===== src/rtl/fifo_pop_serializer.sv =====
// fifo_pop_serializer
//
// Drains W-bit entries from a FIFO pop/empty interface and emits each one as
// R = W/OUT_W narrower beats on a valid/accept link, marking the final beat.
// The next entry is popped on the same cycle the previous entry's last beat
// is accepted, so back-to-back entries stream with no bubble.
//
// Parameters:
//   W      FIFO entry width (bits), default 32
//   OUT_W  output beat width (bits), default 8; W % OUT_W == 0, W/OUT_W >= 2
//
// Ports:
//   clk            clock, rising edge
//   rst            synchronous active-high reset
//   fifo_empty_r   FIFO registered empty flag
//   fifo_pop_data  FIFO head entry (valid while fifo_empty_r=0)
//   fifo_pop       pop strobe to the FIFO (combinational)
//   flush          drop the held entry and return to IDLE, no pop this cycle
//   out_vld        beat valid
//   out_data       current beat
//   out_last       current beat is the final beat of its entry
//   out_accept     consumer takes the beat when out_vld=1
//
// Build option:
//   LIBV_FIFO_POP_SERIALIZER_MSB_FIRST_EN  defined: most significant slice
//   first; undefined (default): least significant slice first.

module fifo_pop_serializer #(
   parameter int W     = 32,
   parameter int OUT_W = 8
) (
   input  logic             clk,
   input  logic             rst,
   input  logic             fifo_empty_r,
   input  logic [W-1:0]     fifo_pop_data,
   output logic             fifo_pop,
   input  logic             flush,
   output logic             out_vld,
   output logic [OUT_W-1:0] out_data,
   output logic             out_last,
   input  logic             out_accept
);

   localparam int R     = W / OUT_W;
   localparam int IDX_W = (R > 1) ? $clog2(R) : 1;
   localparam logic [IDX_W-1:0] LAST_IDX = IDX_W'(R - 1);

   typedef enum logic {
      IDLE = 1'b0,
      BUSY = 1'b1
   } state_t;

   state_t           st_r,   st_nxt;
   logic [IDX_W-1:0] idx_r,  idx_nxt;
   logic [W-1:0]     hold_r, hold_nxt;

   logic beat_adv;
   logic word_done;

   assign out_vld   = (st_r == BUSY);
   assign out_last  = out_vld & (idx_r == LAST_IDX);
   assign beat_adv  = out_vld & out_accept;
   assign word_done = beat_adv & (idx_r == LAST_IDX);

   // rst gating keeps the strobe low even if reset lands while BUSY.
   assign fifo_pop = ~rst & ~flush & ~fifo_empty_r & ((st_r == IDLE) | word_done);

   // Beat select as an explicit mux over the R slices.
   always_comb begin
      out_data = '0;
      for (int i = 0; i < R; i++) begin
         if (idx_r == IDX_W'(i)) begin
`ifdef LIBV_FIFO_POP_SERIALIZER_MSB_FIRST_EN
            out_data = hold_r[(R-1-i)*OUT_W +: OUT_W];
`else
            out_data = hold_r[i*OUT_W +: OUT_W];
`endif
         end
      end
   end

   always_comb begin
      st_nxt   = st_r;
      idx_nxt  = idx_r;
      hold_nxt = hold_r;
      if (flush) begin
         // Held data is left in place; only the control returns to IDLE.
         st_nxt  = IDLE;
         idx_nxt = '0;
      end else if (fifo_pop) begin
         hold_nxt = fifo_pop_data;
         st_nxt   = BUSY;
         idx_nxt  = '0;
      end else if (word_done) begin
         st_nxt  = IDLE;
         idx_nxt = '0;
      end else if (beat_adv) begin
         idx_nxt = idx_r + 1'b1;
      end
   end

   always_ff @(posedge clk) begin
      if (rst) begin
         st_r   <= IDLE;
         idx_r  <= '0;
         hold_r <= '0;
      end else begin
         st_r   <= st_nxt;
         idx_r  <= idx_nxt;
         hold_r <= hold_nxt;
      end
   end

endmodule


===== config.mk =====
export PLATFORM = sky130hd
export DESIGN_NAME = fifo_pop_serializer
export DESIGN_NICKNAME = d
export VERILOG_FILES = /design/src/rtl/fifo_pop_serializer.sv
export SDC_FILE = /design/constraint.sdc
export NUM_CORES = 1
export LEC_CHECK = 0
export BUFFER_PORTS_ARGS = -buffer_cell sky130_fd_sc_hd__buf_2
export CAP_MARGIN = 20
export CORE_MARGIN = 4
export CORE_UTILIZATION = 53
export DETAILED_ROUTE_END_ITERATION = 10
export GPL_TIMING_DRIVEN = 0
export PLACE_DENSITY = 0.79
export RECOVER_POWER = 100
export SYNTH_ARGS = -nofsm -noshare
export SYNTH_HDL_FRONTEND = slang
export SYNTH_SLANG_ARGS = --single-unit

===== constraint.sdc =====
create_clock -name clk -period 3 [get_ports clk]
set_clock_uncertainty 0.2 [all_clocks]
set_input_delay 0.45 -clock clk [delete_from_list [all_inputs] [get_ports clk]]
set_output_delay 0.45 -clock clk [all_outputs]
set_load 0.05 [all_outputs]

==> reports/qor.csv <==
metric,value,unit
status,"complete, no violations",
arrival,2.22,ns
ys.flop_type,dfxtp_1,
mappedNetlistArea,0.00172,sq mm
powerDensity,479,mW/mm^2
ys_async_sr_fraction,0,%
io_pins,48,
fin_util,67.7,%
syn_inst,212,
clkSlewWorstSetupHoldPaths,0.11,ns
worst_pin_slew,0.891,ns
p_sw,0.260,mW
rr_worst_depth,8,
dp_hpwl,3190,microns
yosysTopAreaCell,dfxtp_1,
placed_cells,303,
critPathMaxFanout,10,
r2r-end,hold_r[3],
numCtsBuffers,5,
grt_usage,21.5,%
hold_start,fifo_pop_data[26],
hold_path_class,input pin to flip-flop,
period_share,95.8,%
critPathKind,flip-flop to primary output,
synth_enable_flop_cells,0,
antenna_cells,0,
power_frac_comb,13.7,%
vias,1606,
p_int,0.737,mW
cts_tree,done,
holdPathStages,3,
crit_path_end_kind,primary output,
via_per_inst,5.16,
timing.setup.tns,0,ns
first_global_vias,1508,
seq_power_share,50.2,%
max_clock_freq,348,MHz
netSwitchingFraction,26.1,%
cts_max_level,2,
drt_iter0_markers,78,
synth.distinct_cells,23,
grt_pass1_wl,6990,microns
hold_end,hold_r[26],
drt_wl_total,4190,microns
start_util,55.7,%
r2r-start,idx_r[1],
clk-insertion-delay-late,0.34,ns
wire_per_inst,13.5,microns
synth_area_leaders,"dfxtp_1 41%, nand3_1 9.9%, nand2_1 7.4%",
grt_start_max_net_pins,12,
ir_worst_vdd,0.291,mV
yosysMostFrequentCell,dfxtp_1,
ys_seq_area_share,40.8,%
clockPowerShare,36.1,%
die_x,64.9,microns
cts_hold_buf,0,
drc,0,
yosys_warnings,0,
firstDrtPassIters,4,
antenna_found_initial,0,
fin_nets,307,
rrSetupSlack,0.30,ns
gp_congestion,0.830,
min_period,2.87,ns
clkSinkCount,35,
area_growth,21.4,%
clock_path_buffers,2,
nFillCells,290,
fp.dieH,64.9,microns
synth_common_cells,"35 x dfxtp_1, 34 x nand2_1, 34 x nand3_1",
cp.required,2.35,ns
postSynthAreaPerCell,8.09,sq um
cts_root_buf,clkbuf_4,
grt_overflow,0,
drv_cap,0,
drive_gt1_share,25.1,%
num_rows,20,
final_cells,311,
synth_nets,253,
rsz0062_at_grt,false,
drv_slew,0,
antenna_left,0,
finalHoldViolations,0,
leakagePower,0.822,nW
synth_top_area_share,40.8,%
dieArea,0.00421,sq mm
relSlewSlack,40.6,%
setup_violations,0,
start_kind,flip-flop,
port_buffers,47,
core_area,0.00308,sq mm
ys_ff_latch,35,
[per-layer routing]
metal / GRT usage (%) / up-vias / share of wire (%)
li1: - / 842 / -
met1: 29.3 / 713 / 46
met2: 33.3 / 43 / 46
met3: 4.16 / 8 / 5.9
met4: 8.71 / 0 / 1.6
met5: 0 / - / 0
[worst max-delay path: stages, from the launching register on]
cell and delay, ns:
dfxtp_1 0.40, ha_1 0.16, clkbuf_1 0.35, a21bo_1 0.19, buf_6 0.13, and2_4 0.14
buf_6 0.12, buf_6 0.13, clkbuf_2 0.27
[repair_timing]
action / CTS / global route
endpoints found under the hold margin: 0 / 0
buffers inserted: 0 / 0
resized for setup: 0 / 2
setup endpoints to repair: 0 / 1
[power by group through the flow]
| stage | Combinational, mW | Sequential, mW | Clock (mW) |
|---|---|---|---|
| 6_report | 0.137 | 0.501 | 0.360 |
| 5_1_grt | 0.151 | 0.503 | 0.379 |
| 2_1_floorplan | 0.0926 | 0.509 | 0 |
| 3_5_place_dp | 0.140 | 0.511 | 0 |
| 3_3_place_gp | 0.138 | 0.510 | 0 |
| 4_1_cts | 0.140 | 0.501 | 0.362 |
[cell type report]
type	count	area (sq um)	share of cell area (%)
buffer	20	108	5.17
clock buffer	6	51.3	2.46
clock inverter	2	35.0	1.68
inverter	11	41.3	1.98
multi-input combinational	146	858	41.2
sequential	35	701	33.6
tap	44	55.1	2.64
timing repair buffer	47	234	11.2
[worst max path at each step]
| stage | end | startpoint |
|---|---|---|
| floorplan | out_data[5] | idx_r[0] |
| global route | out_data[6] | idx_r[0] |
| global placement | out_data[6] | idx_r[0] |
| CTS | out_data[6] | idx_r[0] |
| finish | fifo_pop | idx_r[1] |
| detailed placement | out_data[6] | idx_r[0] |
[per-stage QoR]
stage,cell area (sq um),power (mW),setup slack [ns],hold WS (ns)
after detailed placement,2010,0.651,0.494,0.240
final,2080,0.997,0.126,0.118
after global placement,2010,0.648,0.509,0.237
after CTS,2090,1.00,0.108,0.117
after global routing,2080,1.03,0.0502,0.122
after floorplan,1720,0.602,0.746,0.229
[flip-flops by register name (all words and copies together), names as in the netlist]
register  cells
hold_r       32
idx_r         2
out_vld       1
[cells in the final DEF, fill, tap and decap left out]
cell type  synthesis  routed
nand3_1           34      34
dfxtp_1           35      35
o31ai_1            3       3
a21boi_0           1       1
a22o_1             8       8
and2_1             1       1
bufinv_16          0       1
clkbuf_4           0       5
inv_1             11      11
nor2_1             2       2
xnor2_1            1       1
and2_4             1       1
clkbuf_8           0       1
clkbuf_2           0       8
o21ai_0            8      30
buf_6              5       4
buf_2              2      40
nor3_2             1       1
a21bo_1            1       1
clkbuf_1          12      15
a21oi_1           17      17
clkinv_2           0       1
o21ai_1           24       2
o31ai_4            5       5
ha_1               4       4
nand2_1           34      34
o211ai_1           1       1
[cells by family after synthesis]
family	Yosys count	share of synthesized area [%]
adders and majority gates	4	2.92
and+or+nand+nor	73	19.3
DFF	35	40.8
AOI/OAI and AO/OA	68	27.4
xor gates and xnor gates	1	0.511
buffers and inverters	31	9.12
(Power assumes the default switching activity.)
